$ cat src/rtl/vm_pkg.sv
// Shared definitions for the multi-product vending machine.
// Holds coin values, the controller state encoding and the greedy
// change-coin selector used while paying out change.
package vm_pkg;

  localparam int unsigned COIN_N = 5;
  localparam int unsigned COIN_I = 10;
  localparam int unsigned COIN_Q = 25;
  localparam int unsigned COIN_D = 100;

  typedef enum logic [1:0] {
    IDLE    = 2'd0,
    COLLECT = 2'd1,
    VEND    = 2'd2,
    CHANGE  = 2'd3
  } vm_state_e;

  // Largest change coin (25/10/5) not exceeding amount; 0 if none fits.
  function automatic int unsigned change_coin(input int unsigned amount);
    if (amount >= COIN_Q)      return COIN_Q;
    else if (amount >= COIN_I) return COIN_I;
    else if (amount >= COIN_N) return COIN_N;
    else                       return 0;
  endfunction

endpackage

$ cat src/rtl/vm_stock_bank.sv
// Per-item stock counters for the vending machine.
// Ports:
//   clk, rst_n : clock and async active-low reset (reset loads STOCK_DEPTH)
//   load_all   : reload every counter to STOCK_DEPTH
//   dec        : one-hot decrement request
//   sold_out   : counter == 0, decoded straight from the registers
module vm_stock_bank #(
  parameter int unsigned NUM_ITEMS   = 3,
  parameter int unsigned STOCK_W     = 4,
  parameter int unsigned STOCK_DEPTH = 10
) (
  input  logic                 clk,
  input  logic                 rst_n,
  input  logic                 load_all,
  input  logic [NUM_ITEMS-1:0] dec,
  output logic [NUM_ITEMS-1:0] sold_out
);

  logic [STOCK_W-1:0] stock_q [NUM_ITEMS];
  logic [STOCK_W-1:0] stock_d [NUM_ITEMS];

  // Next count: reload wins; decrement never wraps below zero.
  always_comb begin
    for (int unsigned i = 0; i < NUM_ITEMS; i++) begin
      stock_d[i] = stock_q[i];
      if (load_all) begin
        stock_d[i] = STOCK_W'(STOCK_DEPTH);
      end else if (dec[i] && (stock_q[i] != '0)) begin
        stock_d[i] = stock_q[i] - STOCK_W'(1);
      end
    end
  end

  always_ff @(posedge clk or negedge rst_n) begin
    if (!rst_n) begin
      for (int unsigned i = 0; i < NUM_ITEMS; i++) begin
        stock_q[i] <= STOCK_W'(STOCK_DEPTH);
      end
    end else begin
      for (int unsigned i = 0; i < NUM_ITEMS; i++) begin
        stock_q[i] <= stock_d[i];
      end
    end
  end

  always_comb begin
    for (int unsigned i = 0; i < NUM_ITEMS; i++) begin
      sold_out[i] = (stock_q[i] == '0);
    end
  end

endmodule

$ cat src/rtl/vending_machine_multi.sv
// Multi-product vending controller: coin collection into a saturating
// credit register, per-item priced vend, greedy one-coin-per-cycle change.
// Ports:
//   clk, R            : clock, async active-low reset
//   N, I, Q, D        : coin pulses (5, 10, 25, 100)
//   sel               : one-hot product select
//   cancel, restock   : refund request, reload all stock (IDLE only)
//   vend              : product release pulse
//   chg_n/chg_i/chg_q : change-coin pulses
//   coin_reject       : inserted coin returned
//   sel_err           : selection refused
//   sold_out          : per-item stock empty
//   credit, busy      : current credit, high in VEND/CHANGE
module vending_machine_multi
  import vm_pkg::*;
#(
  parameter int unsigned                   NUM_ITEMS   = 3,
  parameter int unsigned                   CREDIT_W    = 8,
  parameter int unsigned                   MAX_CREDIT  = 200,
  parameter logic [NUM_ITEMS*CREDIT_W-1:0] PRICE_LIST  = {8'd70, 8'd70, 8'd70},
  parameter int unsigned                   STOCK_W     = 4,
  parameter int unsigned                   STOCK_DEPTH = 10
) (
  input  logic                 clk,
  input  logic                 R,
  input  logic                 N,
  input  logic                 I,
  input  logic                 Q,
  input  logic                 D,
  input  logic [NUM_ITEMS-1:0] sel,
  input  logic                 cancel,
  input  logic                 restock,
  output logic [NUM_ITEMS-1:0] vend,
  output logic                 chg_n,
  output logic                 chg_i,
  output logic                 chg_q,
  output logic                 coin_reject,
  output logic                 sel_err,
  output logic [NUM_ITEMS-1:0] sold_out,
  output logic [CREDIT_W-1:0]  credit,
  output logic                 busy
);

  localparam int unsigned SUM_W = CREDIT_W + 1;

  vm_state_e             state_q, state_d;
  logic [CREDIT_W-1:0]   credit_q, credit_d;
  logic [NUM_ITEMS-1:0]  vend_q, vend_d;
  logic                  chg_n_q, chg_n_d;
  logic                  chg_i_q, chg_i_d;
  logic                  chg_q_q, chg_q_d;
  logic                  coin_reject_q, coin_reject_d;
  logic                  sel_err_q, sel_err_d;
  logic                  busy_q, busy_d;

  logic [3:0]            coin_bits;
  logic                  coin_any;
  logic                  coin_valid;
  logic [CREDIT_W-1:0]   coin_val;
  logic [SUM_W-1:0]      coin_sum;
  logic                  coin_fits;
  logic [CREDIT_W-1:0]   sel_price;
  logic [CREDIT_W-1:0]   vend_price;
  logic                  sel_ok;
  logic                  stock_load;
  logic [NUM_ITEMS-1:0]  stock_dec;
  logic                  pay;
  logic [CREDIT_W-1:0]   pay_from;
  logic [CREDIT_W-1:0]   pay_coin;
  logic [CREDIT_W-1:0]   remainder;

  vm_stock_bank #(
    .NUM_ITEMS   (NUM_ITEMS),
    .STOCK_W     (STOCK_W),
    .STOCK_DEPTH (STOCK_DEPTH)
  ) u_stock (
    .clk      (clk),
    .rst_n    (R),
    .load_all (stock_load),
    .dec      (stock_dec),
    .sold_out (sold_out)
  );

  // Coin decode: only a single coin line counts as a valid coin.
  always_comb begin
    coin_bits  = {D, Q, I, N};
    coin_any   = |coin_bits;
    coin_valid = $onehot(coin_bits);
    unique case (coin_bits)
      4'b0001: coin_val = CREDIT_W'(COIN_N);
      4'b0010: coin_val = CREDIT_W'(COIN_I);
      4'b0100: coin_val = CREDIT_W'(COIN_Q);
      4'b1000: coin_val = CREDIT_W'(COIN_D);
      default: coin_val = '0;
    endcase
    coin_sum  = SUM_W'(credit_q) + SUM_W'(coin_val);
    coin_fits = coin_valid && (coin_sum <= SUM_W'(MAX_CREDIT));
  end

  // Price lookup for the live selection and for the item being vended.
  always_comb begin
    sel_price  = '0;
    vend_price = '0;
    for (int unsigned i = 0; i < NUM_ITEMS; i++) begin
      if (sel[i])    sel_price  = sel_price  | PRICE_LIST[i*CREDIT_W +: CREDIT_W];
      if (vend_q[i]) vend_price = vend_price | PRICE_LIST[i*CREDIT_W +: CREDIT_W];
    end
    sel_ok = $onehot(sel) && (|(sel & ~sold_out)) && (credit_q >= sel_price);
  end

  // Next-state, credit and pulse-output logic.
  always_comb begin
    state_d       = state_q;
    credit_d      = credit_q;
    vend_d        = '0;
    chg_n_d       = 1'b0;
    chg_i_d       = 1'b0;
    chg_q_d       = 1'b0;
    coin_reject_d = 1'b0;
    sel_err_d     = 1'b0;
    stock_load    = 1'b0;
    stock_dec     = '0;
    pay           = 1'b0;
    pay_from      = '0;
    pay_coin      = '0;
    remainder     = credit_q - vend_price;

    unique case (state_q)
      IDLE: begin
        if (coin_any) begin
          if (coin_fits) begin
            credit_d = coin_sum[CREDIT_W-1:0];
            state_d  = COLLECT;
          end else begin
            coin_reject_d = 1'b1;
          end
        end
        stock_load = restock;
      end

      COLLECT: begin
        if (cancel) begin
          coin_reject_d = coin_any;
          if (credit_q == '0) begin
            state_d = IDLE;
          end else begin
            pay      = 1'b1;
            pay_from = credit_q;
          end
        end else if ((sel != '0) && sel_ok) begin
          vend_d        = sel;
          state_d       = VEND;
          coin_reject_d = coin_any;
        end else begin
          sel_err_d = (sel != '0);
          if (coin_any) begin
            if (coin_fits) credit_d = coin_sum[CREDIT_W-1:0];
            else           coin_reject_d = 1'b1;
          end
        end
      end

      VEND: begin
        coin_reject_d = coin_any;
        sel_err_d     = |sel;
        stock_dec     = vend_q;
        if (remainder == '0) begin
          credit_d = '0;
          state_d  = IDLE;
        end else begin
          pay      = 1'b1;
          pay_from = remainder;
        end
      end

      CHANGE: begin
        coin_reject_d = coin_any;
        sel_err_d     = |sel;
        if (credit_q == '0) begin
          state_d = IDLE;
        end else begin
          pay      = 1'b1;
          pay_from = credit_q;
        end
      end

      default: state_d = IDLE;
    endcase

    // The coin pulsed this edge is already deducted from the shown credit.
    if (pay) begin
      pay_coin = CREDIT_W'(change_coin(32'(pay_from)));
      credit_d = pay_from - pay_coin;
      state_d  = CHANGE;
      chg_q_d  = (pay_coin == CREDIT_W'(COIN_Q));
      chg_i_d  = (pay_coin == CREDIT_W'(COIN_I));
      chg_n_d  = (pay_coin == CREDIT_W'(COIN_N));
    end

    busy_d = (state_d == VEND) || (state_d == CHANGE);
  end

  always_ff @(posedge clk or negedge R) begin
    if (!R) begin
      state_q       <= IDLE;
      credit_q      <= '0;
      vend_q        <= '0;
      chg_n_q       <= 1'b0;
      chg_i_q       <= 1'b0;
      chg_q_q       <= 1'b0;
      coin_reject_q <= 1'b0;
      sel_err_q     <= 1'b0;
      busy_q        <= 1'b0;
    end else begin
      state_q       <= state_d;
      credit_q      <= credit_d;
      vend_q        <= vend_d;
      chg_n_q       <= chg_n_d;
      chg_i_q       <= chg_i_d;
      chg_q_q       <= chg_q_d;
      coin_reject_q <= coin_reject_d;
      sel_err_q     <= sel_err_d;
      busy_q        <= busy_d;
    end
  end

  assign vend        = vend_q;
  assign chg_n       = chg_n_q;
  assign chg_i       = chg_i_q;
  assign chg_q       = chg_q_q;
  assign coin_reject = coin_reject_q;
  assign sel_err     = sel_err_q;
  assign credit      = credit_q;
  assign busy        = busy_q;

endmodule

$ cat config.mk
export PLATFORM = sky130hd
export DESIGN_NAME = vending_machine_multi
export DESIGN_NICKNAME = d
export VERILOG_FILES = /design/src/rtl/vm_pkg.sv /design/src/rtl/vm_stock_bank.sv /design/src/rtl/vending_machine_multi.sv
export SDC_FILE = /design/constraint.sdc
export NUM_CORES = 1
export LEC_CHECK = 0
export ABC_AREA = 1
export BUFFER_PORTS_ARGS = -buffer_cell sky130_fd_sc_hd__clkbuf_2
export CAP_MARGIN = 10
export CORE_ASPECT_RATIO = 1.2
export CORE_MARGIN = 3
export CORE_UTILIZATION = 30
export DETAILED_ROUTE_END_ITERATION = 10
export PLACE_DENSITY = 0.58
export SYNTH_ARGS = -nofsm -noshare
export SYNTH_HDL_FRONTEND = slang
export SYNTH_HIERARCHICAL = 1
export SYNTH_SLANG_ARGS = --single-unit
$ cat constraint.sdc
create_clock -name clk -period 7 [get_ports clk]
set_clock_uncertainty 0.1 [all_clocks]
set_input_delay 0.7 -clock clk [delete_from_list [all_inputs] [get_ports clk]]
set_output_delay 0.7 -clock clk [all_outputs]
set_load 0.005 [all_outputs]
==> results.rst, run 1 <==
.. list-table::
   :header-rows: 1

   * - Metric
     - Value
   * - Result of the run
     - complete, no violations
   * - Terminus of the critical flop-to-flop path
     - credit[5]$_DFFE_PN0P_
   * - Overall die width
     - 99.2 µm
   * - Syn-to-layout area delta
     - 12.9%
   * - Vias per std cell
     - 4.90
   * - Layout cells sized above 1
     - 0.205
   * - Layout Utilization
     - 0.349
   * - Reported max-cap violation count
     - 0
   * - Period utilization
     - 0.627
   * - Via count of the first global-routing pass
     - 2989
   * - Fmax achieved
     - 228 MHz
   * - Setup Total Neg Slack
     - 0 ns
   * - Net count, final
     - 514
   * - Pin count of the biggest net entering global routing
     - 32
   * - Number of antenna violations at the first check in global routing
     - 0
   * - Worst min-delay path class
     - in -> async
   * - Total standard cell area after synthesis
     - 0.00312 mm²
   * - Number of non-filler instances in the completed layout
     - 599
   * - Length in cells of the worst reg-to-reg path
     - 29
   * - R2R Setup Slk
     - 2.61 ns
   * - Last weighted congestion value of the routability-driven placer
     - 0.873
   * - Warnings from Yosys
     - 6
   * - Crit path max-delay cell type
     - nor3_1
   * - CTS clock-pin slew for the worst setup and hold paths
     - 0.05 ns
   * - Global routing usage summed across all routing layers
     - 0.145
   * - Worst hold slack
     - 0.407 ns
   * - Number of enable flip-flop cells after synthesis
     - 0
   * - Type of origin of the critical path
     - register
   * - Global-route wire length before repair
     - 13.8 mm
   * - Initial drt markers
     - 173
   * - TritonCTS clock tree
     - done
   * - DR pass1 iterations
     - 4
   * - Final count of pins violating max slew
     - 0
   * - Post-Syn Area per Cell
     - 7.08 µm²
   * - Unrepaired setup endpoints after global routing
     - false
   * - # hold bufs at CTS
     - 0
   * - Number of cell rows
     - 40
   * - I/O Pins
     - 31
   * - Master cell of the clock root buffer
     - clkbuf_16
   * - Total Routed Length
     - 7.88 mm
   * - Worst r2r src
     - vend[1]$_DFF_PN0_
   * - Source-to-sink clock delay at the later pin of the worst-skew pair
     - 0.28 ns
   * - Endpoint of the worst setup timing path
     - credit[5]$_DFFE_PN0P_
   * - Final Setup Violations
     - 0
   * - Placed wire-length estimate
     - 6.32 mm
   * - Share of synthesized area occupied by flip-flops and latches
     - 0.251
   * - Worst ir drop on vdd
     - 72.5 µV
   * - Syn Inst Count
     - 441
   * - H-Tree Depth
     - 2
   * - Path type of the worst setup path
     - reg -> reg
   * - Antenna-violating nets left
     - 0
   * - Clock sink count
     - 31
   * - Power Density
     - 122 mW/mm²
   * - Worst setup path start
     - vend[1]$_DFF_PN0_
   * - Worst Setup End Kind
     - register
   * - CP peak stage delay
     - 0.67 ns
   * - Async SR Flop Fraction
     - 1.00
   * - Total instance count after detailed placement
     - 591
   * - Area inside the core boundary
     - 0.0101 mm²
   * - PostCTS Resize Cnt
     - 0
   * - Fill cell count
     - 1081
   * - Num CTS Buffers
     - 5
   * - Postcts setup bufs
     - 0
   * - Worst slew slack as a fraction of its limit
     - 0.440
   * - Worst path arrival time
     - 4.50 ns
   * - Effective utilization at floorplan
     - 0.309
   * - Net Count, Synth
     - 483
   * - Most frequent cell on the critical path
     - nand2_1
   * - Number of buffers on the longest clock path
     - 2
   * - Main flop type after synthesis
     - dfrtp_1
   * - Die area
     - 0.0117 mm²
   * - Final global-route overflow total
     - 0
   * - Die height
     - 118 µm
   * - Remaining routing DRC violations
     - 0
   * - Static Leakage
     - 1.93 nW
   * - Final Hold Violating Endpoints
     - 0
   * - Average routed wire per standard cell
     - 13.2 µm
   * - Antenna diodes
     - 0
   * - Flip-flop and latch count after synthesis
     - 31
   * - Transition time at the pin with the least slew margin
     - 0.839 ns
   * - Minimum period implied by the final worst setup slack
     - 4.39 ns
   * - Unique cell type count in the Yosys netlist
     - 44
   * - Critical path fanouts, max
     - 4
   * - Required arrival time at the worst endpoint
     - 7.11 ns
   * - I/O Buffers
     - 30
   * - Routed via count
     - 2935
## cells in the mapped netlist (2+ instances only)
master,instances,area share
a21oi_1,17,0.027
a21oi_2,4,0.011
buf_2,2,0.0032
buf_6,3,0.011
dfrtp_1,25,0.20
dfstp_2,6,0.050
fa_1,5,0.032
ha_1,26,0.10
inv_1,77,0.093
inv_2,5,0.0060
nand2_1,88,0.11
nand2_2,9,0.018
nand2_4,6,0.022
nand3_1,42,0.067
nand3_2,3,0.0096
nand4_1,6,0.012
nand4_2,2,0.0080
nor2_1,43,0.052
nor2_2,8,0.016
nor3_1,7,0.011
nor4_1,3,0.0060
o21ai_0,4,0.0064
o21ai_1,7,0.011
o21ai_2,9,0.025
o21bai_1,2,0.0048
o22ai_1,4,0.0080
o311ai_0,2,0.0056
or2_2,2,0.0040
xor2_1,9,0.025
## kinds of logic (layout without fill, tap and decap cells)
group | after synthesis | count (layout) | share of synthesized area
fa+ha+maj | 31 | 31 | 0.136
buf+inv | 89 | 121 | 0.116
compound gates | 56 | 56 | 0.122
xor+xnor | 10 | 10 | 0.0280
flops | 31 | 31 | 0.251
simple gates | 224 | 224 | 0.347
## routing by layer
metal / track usage / routed length, µm
met5: 0 / 0
met2: 0.246 / 3740
met3: 0.0344 / 457
met4: 0.0487 / 218
met1: 0.179 / 3460
## registers in the layout, summed over array words and instances, names as in the netlist
name             cells
chg_i                1
credit               8
chg_n                1
sel_err              1
state_q              2
coin_reject          1
busy                 1
vend                 3
u_stock/stock_q     12
chg_q                1
## where the power goes
part           switching (mW)  leakage (nW)  internal (mW)
clock network          0.0798        0.0739          0.141
logic                  0.0191          1.47        0.00980
registers            0.000108         0.382          0.180
total                  0.0990          1.93          0.331
## cells in the final DEF, fill, tap and decap left out, drive strengths merged, types with 2 or more instances in the layout
cell type | Yosys | layout
nand2 | 103 | 103
nor3 | 8 | 8
o21bai | 2 | 2
nor2 | 52 | 52
nand4 | 8 | 8
nor4 | 4 | 4
fa | 5 | 5
inv | 82 | 82
nand3 | 45 | 45
o21ai | 21 | 21
xor2 | 9 | 9
o311ai | 2 | 2
clkinv | 1 | 2
o22ai | 4 | 4
ha | 26 | 26
or2 | 2 | 2
clkbuf | 1 | 37
dfrtp | 25 | 25
a21oi | 22 | 22
dfstp | 6 | 6
## per-stage QoR
step | setup WS, ns | power, mW | instance area (µm²)
after floorplan | 3.36 | 0.200 | 3120
after global placement | 2.82 | 0.212 | 3380
after detailed placement | 2.71 | 0.213 | 3380
after CTS | 2.66 | 0.435 | 3530
after global routing | 2.10 | 0.448 | 3530
final | 2.61 | 0.430 | 3530
## cell type report
cell class | instances | area [µm²] | share of cell area
Timing Repair Buffer | 30 | 150 | 0.0426
Multi-Input combinational cell | 321 | 1980 | 0.561
Clock inverter | 1 | 5.00 | 0.00142
Clock buffer | 7 | 143 | 0.0404
Tap cell | 126 | 158 | 0.0447
Inverter | 83 | 312 | 0.0883
Sequential cell | 31 | 783 | 0.222
## worst max-delay path, delay by kind of cell, from the launching register on
kind	cells	cell delay (ns)
flip-flops	1	0.39
AND/OR/NAND/NOR	18	2.20
buffers and inverters	5	0.42
adder cells (fa/ha/maj)	3	0.69
AO/OA/AOI/OAI	3	0.52
## worst min path at each step
stage | end | slack (ns) | startpoint | cells past startpoint
2_1_floorplan | busy$_DFF_PN0_ | 0.30 | R | 0
3_3_place_gp | u_stock/stock_q[11]$_DFFE_PN1P_ | 0.40 | u_stock/stock_q[11]$_DFFE_PN1P_ | 2
3_5_place_dp | u_stock/stock_q[3]$_DFFE_PN1P_ | 0.40 | u_stock/stock_q[3]$_DFFE_PN1P_ | 2
4_1_cts | u_stock/stock_q[3]$_DFFE_PN1P_ | 0.41 | u_stock/stock_q[3]$_DFFE_PN1P_ | 2
5_1_grt | u_stock/stock_q[11]$_DFFE_PN1P_ | 0.44 | u_stock/stock_q[11]$_DFFE_PN1P_ | 2
6_report | sel_err$_DFF_PN0_ | 0.41 | R | 1
No activity file was read; power rests on OpenSTA's default activity.
==> run 2, diff against run 1 <==
--- a/config.mk
+++ b/config.mk
@@ -5,7 +5,7 @@
 export SDC_FILE = /design/constraint.sdc
 export NUM_CORES = 1
 export LEC_CHECK = 0
-export ABC_AREA = 1
+export ABC_AREA = 0
 export BUFFER_PORTS_ARGS = -buffer_cell sky130_fd_sc_hd__clkbuf_2
 export CAP_MARGIN = 10
 export CORE_ASPECT_RATIO = 1.2
==> constraint.sdc (replaced) <==
create_clock -name clk -period 4.4 [get_ports clk]
set_clock_uncertainty 0.1 [all_clocks]
set_input_delay 0.44 -clock clk [delete_from_list [all_inputs] [get_ports clk]]
set_output_delay 0.44 -clock clk [all_outputs]
set_load 0.005 [all_outputs]
==> run 2 against run 1 <==
Compared with the run above:
- synthesized cell count decreased by 20%
- highest routed layer unchanged
- maximum frequency increased by 3.5%
- clock power increased by 64%
- critical path depth decreased by 12
- largest cell class unchanged
- worst setup slack got worse by 2.5 ns
- wire length increased by 0.75%
- die area decreased by 3.0%
- via count decreased by 5.3%
- register-to-register slack got worse by 2.5 ns
- combinational power increased by 56%
- critical endpoint is now credit[2]$_DFFE_PN0P_
- count of clock-buffer cells in the layout increased by 1
- first-iteration DRC count increased by 29%
==> results.rst, run 2 <==
.. list-table::
   :header-rows: 1

   * - Metric
     - Value
   * - Worst ir drop on vdd
     - 127 µV
   * - Warnings from Yosys
     - 6
   * - Net count, final
     - 441
   * - Via count of the first global-routing pass
     - 2771
   * - Post-Syn Area per Cell
     - 8.57 µm²
   * - Overall power
     - 694 µW
   * - Source-to-sink clock delay at the later pin of the worst-skew pair
     - 0.28 ns
   * - Overall die width
     - 97.7 µm
   * - Required arrival time at the worst endpoint
     - 4.46 ns
   * - Power Density
     - 192 mW/mm²
   * - Worst Setup End Kind
     - register
   * - Area after DPL
     - 0.00336 mm²
   * - Global-route wire length before repair
     - 13.5 mm
   * - Leading cell type in the layout, fill and taps excluded
     - nor2_1
   * - Ranking of synthesized cells by instance count
     - nor2_1, nand2_1, ha_1, inv_1, dfrtp_1
   * - Total instance count after detailed placement
     - 510
   * - Number of cell rows
     - 39
   * - Period utilization
     - 0.964
   * - Post-route design area
     - 0.00360 mm²
   * - Number of antenna violations at the first check in global routing
     - 0
   * - Routed via count
     - 2780
   * - Total standard cell area after synthesis
     - 0.00302 mm²
   * - Transition time at the pin with the least slew margin
     - 0.879 ns
   * - Number of enable flip-flop cells after synthesis
     - 0
   * - Syn Inst Count
     - 353
   * - Main flop type after synthesis
     - dfrtp_1
   * - # hold bufs at CTS
     - 0
   * - Die area
     - 0.0113 mm²
   * - CTS clock-pin slew for the worst setup and hold paths
     - 0.05 ns
   * - Number of buffers on the longest clock path
     - 2
   * - Layout cells sized above 1
     - 0.240
   * - Effective utilization at floorplan
     - 0.313
   * - Share of synthesized area occupied by flip-flops and latches
     - 0.259
   * - Placed wire-length estimate
     - 6.09 mm
   * - H-Tree Depth
     - 2
   * - Worst min-delay path class
     - in -> async
   * - Global routing usage summed across all routing layers
     - 0.146
   * - Unique cell type count in the Yosys netlist
     - 73
   * - Async SR Flop Fraction
     - 1.00
   * - I/O Buffers
     - 30
   * - Remaining routing DRC violations
     - 0
   * - Biggest register
     - u_stock/stock_q
   * - Static Leakage
     - 1.70 nW
   * - Minimum period implied by the final worst setup slack
     - 4.24 ns
   * - Fmax achieved
     - 236 MHz
   * - Initial drt markers
     - 224
   * - Unrepaired setup endpoints after global routing
     - true
   * - Area inside the core boundary
     - 0.00966 mm²
   * - Die height
     - 116 µm
   * - Commonest cells after routing, fill and taps aside
     - nor2_1, clkbuf_2, nand2_1
   * - Net Count, Synth
     - 395
   * - Largest cells by area after synthesis
     - dfrtp_1, ha_1, dfstp_2
   * - Multi-input logic area
     - 0.00211 mm²
   * - TritonCTS clock tree
     - done
   * - Syn-to-layout area delta
     - 19.2%
   * - Top cell type's share of synthesized area
     - 0.207
   * - Final Setup Violations
     - 0
   * - Type of origin of the critical path
     - register
   * - Pin count of the biggest net entering global routing
     - 32
   * - Clock sink count
     - 31
   * - Number of non-filler instances in the completed layout
     - 523
   * - Worst slew slack as a fraction of its limit
     - 0.409
   * - Most frequent cell after synthesis
     - nor2_1
   * - Final count of pins violating max slew
     - 0
   * - Master cell of the clock root buffer
     - clkbuf_16
   * - Result of the run
     - complete, no violations
   * - Last weighted congestion value of the routability-driven placer
     - 0.854
   * - Vias per std cell
     - 5.32
   * - Critical path fanouts, max
     - 3
   * - R2R Setup Slk
     - 0.16 ns
   * - Number of flip-flops in the largest register
     - 12
   * - Reported max-cap violation count
     - 0
   * - Antenna-violating nets left
     - 0
   * - Area of all sequential standard cells
     - 783 µm²
   * - Cell type with the largest total area after synthesis
     - dfrtp_1
   * - Flip-flop and latch count after synthesis
     - 31
   * - Total Routed Length
     - 7.94 mm
   * - Fill cell count
     - 1019
   * - Final Hold Violating Endpoints
     - 0
   * - DR pass1 iterations
     - 4
   * - Average routed wire per standard cell
     - 15.2 µm
   * - Path type of the worst setup path
     - reg -> reg
   * - Final global-route overflow total
     - 0
   * - I/O Pins
     - 31
   * - Antenna diodes
     - 0
   * - Worst path arrival time
     - 4.30 ns
   * - Num CTS Buffers
     - 5
==> run 2: changes by cell type after synthesis, sizes merged, moves of 7 or more <==
cell    before  now
nor2b        0    7
o21ai       21   14
xor2         9    2
a211o        0    7
nand2b       0   11
inv         82   26
and3         0    7
nand4        8    1
nand3       45    9
nor2        52   33
nand2      103   28
and2         0    9
a21o         0    8
xnor2        1   10
==> run 2: cell type report <==
cell class | instances | area share
tap | 123 | 0.0427
sequential | 31 | 0.217
clock buffer | 8 | 0.0434
multi-input combinational | 285 | 0.586
inverter | 26 | 0.0271
timing repair buffer | 50 | 0.0833
==> run 2: final timing paths <==
| kind | startpoint | to | cells past startpoint |
|---|---|---|---|
| max in group asynchronous | R | u_stock/stock_q[10]$_DFFE_PN0P_ | 1 |
| min in group clk | sel[2] | vend[2]$_DFF_PN0_ | 2 |
| setup / recovery | vend[1]$_DFF_PN0_ | credit[2]$_DFFE_PN0P_ | 17 |
| hold / removal | R | u_stock/stock_q[2]$_DFFE_PN0P_ | 1 |
| setup reg to reg | vend[1]$_DFF_PN0_ | credit[2]$_DFFE_PN0P_ | 17 |
| hold reg to reg | u_stock/stock_q[1]$_DFFE_PN1P_ | u_stock/stock_q[1]$_DFFE_PN1P_ | 2 |
==> run 2: worst max-delay path, cell delays in order (launching register included) <==
cell	delay, ns
dfrtp_1	0.36
or3_4	0.14
ha_1	0.15
inv_1	0.06
fa_1	0.38
or4_4	0.43
a21o_1	0.20
a221oi_2	0.31
nand3_2	0.17
a31oi_4	0.19
buf_4	0.14
nand2_1	0.06
ha_1	0.24
fa_1	0.45
xnor2_1	0.21
xnor2_1	0.17
o21ai_0	0.10
mux2_2	0.28
==> run 2: kinds of logic (layout without fill, tap and decap cells) <==
group                      after synthesis  count (layout)  synth area share
AOI/OAI and AO/OA                       91              91             0.214
xor gates and xnor gates                12              12            0.0348
adders and majority gates               32              32             0.144
buffers and inverters                   37              84            0.0596
DFF                                     31              31             0.259
muxes                                    9               9            0.0319
and+or+nand+nor                        141             141             0.257
==> run 2: per-stage QoR <==
stage	setup TNS [ns]	setup WS [ns]	hold slack (ns)	util
2_1_floorplan	0	0.0545	0.0444	-
3_3_place_gp	0	0.182	0.411	0.348
3_5_place_dp	0	0.0285	0.426	0.348
4_1_cts	0	0.0610	0.189	0.364
5_1_grt	-0.0486	-0.0372	0.224	0.373
6_report	0	0.157	0.161	0.373
==> run 2: power by group <==
part	total (mW)	switching, mW	internal (mW)
Sequential	0.286	0.000189	0.286
Clock	0.362	0.121	0.241
Combinational	0.0452	0.0280	0.0172
Total	0.694	0.150	0.544
==> run 2: what timing repair did <==
item | CTS | global route
pin swaps | 0 | 6
buffers inserted | 0 | 5
resized for setup | 1 | 9
setup endpoints to repair | 1 | 5
==> run 2: layer usage <==
metal / routed length (µm) / vias to the layer above / part of all wire / GRT usage
li1: - / 1372 / - / -
met1: 3600 / 1332 / 0.45 / 0.192
met2: 3880 / 66 / 0.49 / 0.245
met3: 314 / 10 / 0.040 / 0.0253
met4: 146 / 0 / 0.018 / 0.0508
met5: 0 / - / 0 / 0
==> run 3, diff against run 2 <==
--- a/config.mk
+++ b/config.mk
@@ -9,7 +9,6 @@
 export BUFFER_PORTS_ARGS = -buffer_cell sky130_fd_sc_hd__clkbuf_2
 export CAP_MARGIN = 10
 export CORE_ASPECT_RATIO = 1.2
-export CORE_MARGIN = 3
 export CORE_UTILIZATION = 30
 export DETAILED_ROUTE_END_ITERATION = 10
 export PLACE_DENSITY = 0.58
==> run 3 against run 2 <==
Compared with the run above:
- flip-flop and latch count is the same
- critical endpoint is now credit[7]$_DFFE_PN0P_
- total power down 5.2%
- combinational power barely moved
==> results.rst, run 3 (synthesis gave the netlist of run 2 again) <==
.. list-table::
   :header-rows: 1

   * - Metric
     - Value
   * - Result of the run
     - complete, no violations
   * - Worst r2r src
     - vend[0]$_DFF_PN0_
   * - Biggest register
     - u_stock/stock_q
   * - CTS clock-pin slew for the worst setup and hold paths
     - 0.05 ns
   * - Static Leakage
     - 1.69 nW
   * - Crit path setup slack, layout
     - 0.241 ns
   * - Global routing usage summed across all routing layers
     - 0.160
   * - Part of the power in the clock network
     - 0.496
   * - Required arrival time at the worst endpoint
     - 4.48 ns
   * - Number of flip-flops in the largest register
     - 12
   * - Overall die width
     - 93.7 µm
   * - Sw Pwr
     - 145 µW
   * - Sequence of cells on the critical path
     - or3_4 -> ha_1 -> inv_1 -> fa_2 -> or4_4 -> a21o_1 -> a221oi_2 -> nand3_2 -> a31oi_4 -> inv_1 -> a21oi_2 -> inv_1 -> ha_1 -> a21oi_2 -> o31ai_1 -> nor2_1 -> nand3_2 -> o21a_1 -> o311ai_2
   * - Layout Utilization
     - 0.370
   * - Antenna-violating nets left
     - 0
   * - Worst min-delay path class
     - in -> async
   * - Crit path max-delay cell type
     - or4_4
   * - Final global-route overflow total
     - 0
   * - Source-to-sink clock delay at the later pin of the worst-skew pair
     - 0.27 ns
   * - Layout cells sized above 1
     - 0.235
   * - Initial drt markers
     - 190
   * - Via count of the first global-routing pass
     - 2710
   * - H-Tree Depth
     - 2
   * - Master cell of the clock root buffer
     - clkbuf_16
   * - Antenna diodes
     - 0
   * - Worst path arrival time
     - 4.23 ns
   * - Commonest cells after routing, fill and taps aside
     - nor2_1, clkbuf_2, nand2_1
   * - Leading cell type in the layout, fill and taps excluded
     - nor2_1
   * - Net count, final
     - 441
   * - Critical path fanouts, max
     - 3
   * - Most frequent cell on the critical path
     - inv_1
   * - Path type of the worst setup path
     - reg -> reg
   * - R2R Setup Slk
     - 0.24 ns
   * - Remaining routing DRC violations
     - 0
   * - Syn-to-layout area delta
     - 18.2%
   * - DR pass1 iterations
     - 5
   * - Reported max-cap violation count
     - 0
   * - Number of buffers on the longest clock path
     - 2
   * - Vias per std cell
     - 5.27
   * - Num CTS Buffers
     - 5
   * - Routed via count
     - 2755
   * - Worst Setup End Kind
     - register
   * - Unrepaired setup endpoints after global routing
     - false
   * - Worst setup path start
     - vend[0]$_DFF_PN0_
   * - Number of antenna violations at the first check in global routing
     - 0
   * - Length in cells of the worst reg-to-reg path
     - 19
   * - Final Hold Violating Endpoints
     - 0
   * - Number of cell rows
     - 39
   * - TritonCTS clock tree
     - done
   * - Place WS
     - 0.00169 ns
   * - Period utilization
     - 0.945
   * - Seq pwr share
     - 0.436
   * - Combinational share of power
     - 0.068
   * - Transition time at the pin with the least slew margin
     - 0.886 ns
   * - Average routed wire per standard cell
     - 14.9 µm
   * - Placed wire-length estimate
     - 6.00 mm
   * - Minimum period implied by the final worst setup slack
     - 4.16 ns
   * - Setup Total Neg Slack
     - 0 ns
   * - Overall power
     - 657 µW
   * - Final Setup Violations
     - 0
   * - Worst ir drop on vdd
     - 135 µV
   * - Final count of pins violating max slew
     - 0
   * - Fraction of power spent switching nets
     - 0.221
   * - I/O Pins
     - 31
   * - Pin count of the biggest net entering global routing
     - 32
   * - Number of non-filler instances in the completed layout
     - 523
   * - Clock sink count
     - 31
   * - Fmax achieved
     - 240 MHz
   * - Total Routed Length
     - 7.82 mm
   * - Last weighted congestion value of the routability-driven placer
     - 0.865
   * - Global-route wire length before repair
     - 13.2 mm
   * - Area inside the core boundary
     - 0.00966 mm²
   * - I/O Buffers
     - 30
   * - Total instance count after detailed placement
     - 509
   * - Type of origin of the critical path
     - register
   * - Die height
     - 112 µm
   * - Pint
     - 512 µW
   * - Power Density
     - 184 mW/mm²
   * - Effective utilization at floorplan
     - 0.313
   * - Worst slew slack as a fraction of its limit
     - 0.405
   * - # hold bufs at CTS
     - 0
   * - Die area
     - 0.0105 mm²
   * - CP peak stage delay
     - 0.43 ns
## run 3: path summary, 6_finish.rpt
check | endpoint
max | credit[7]$_DFFE_PN0P_
min | u_stock/stock_q[2]$_DFFE_PN0P_
max reg2reg | credit[7]$_DFFE_PN0P_
min reg2reg | u_stock/stock_q[5]$_DFFE_PN1P_
max in group asynchronous | u_stock/stock_q[10]$_DFFE_PN0P_
min in group clk | vend[2]$_DFF_PN0_
## run 3: worst max-delay path: cells and delay by family, from the launching register on
kind,cells,cell delay [ns]
AO/OA/AOI/OAI,8,1.60
AND/OR/NAND/NOR,5,1.03
flip-flops,1,0.35
adder cells (fa/ha/maj),3,0.77
buffers and inverters,3,0.22
## run 3: metal layers
metal  up-vias  wire, µm  GRT usage
met5         -         0          0
met4         0       138     0.0482
met3        12       279     0.0335
met2        58      3750      0.265
met1      1316      3650      0.207
li1       1369         -          -
## run 3: metrics by stage
stage	hold slack, ns	cell area [µm²]
after global routing	0.233	3570
after detailed placement	0.418	3350
final	0.157	3570
after CTS	0.201	3490
after floorplan	0.0444	3020
after global placement	0.411	3350
## run 3: power by group through the flow
stage	sequential (mW)	combinational [mW]	clock, mW
finish	0.287	0.0449	0.326
global route	0.286	0.0533	0.351
CTS	0.286	0.0464	0.336
detailed placement	0.291	0.0459	0
global placement	0.291	0.0449	0
floorplan	0.291	0.0254	0
## run 3: repair_timing
item	4_1_cts	5_1_grt
resized for setup	1	7
setup endpoints to repair	1	6
buffers inserted	0	6
pin swaps	0	5
## run 3: final cells by class
type	count	area, µm²
clock buffers	7	133
fillers	1008	6090
inverters	26	97.6
multi-input cells	285	2100
repair buffers	50	300
well taps	123	154
flip-flops and latches	31	783
clock inverters	1	5.00
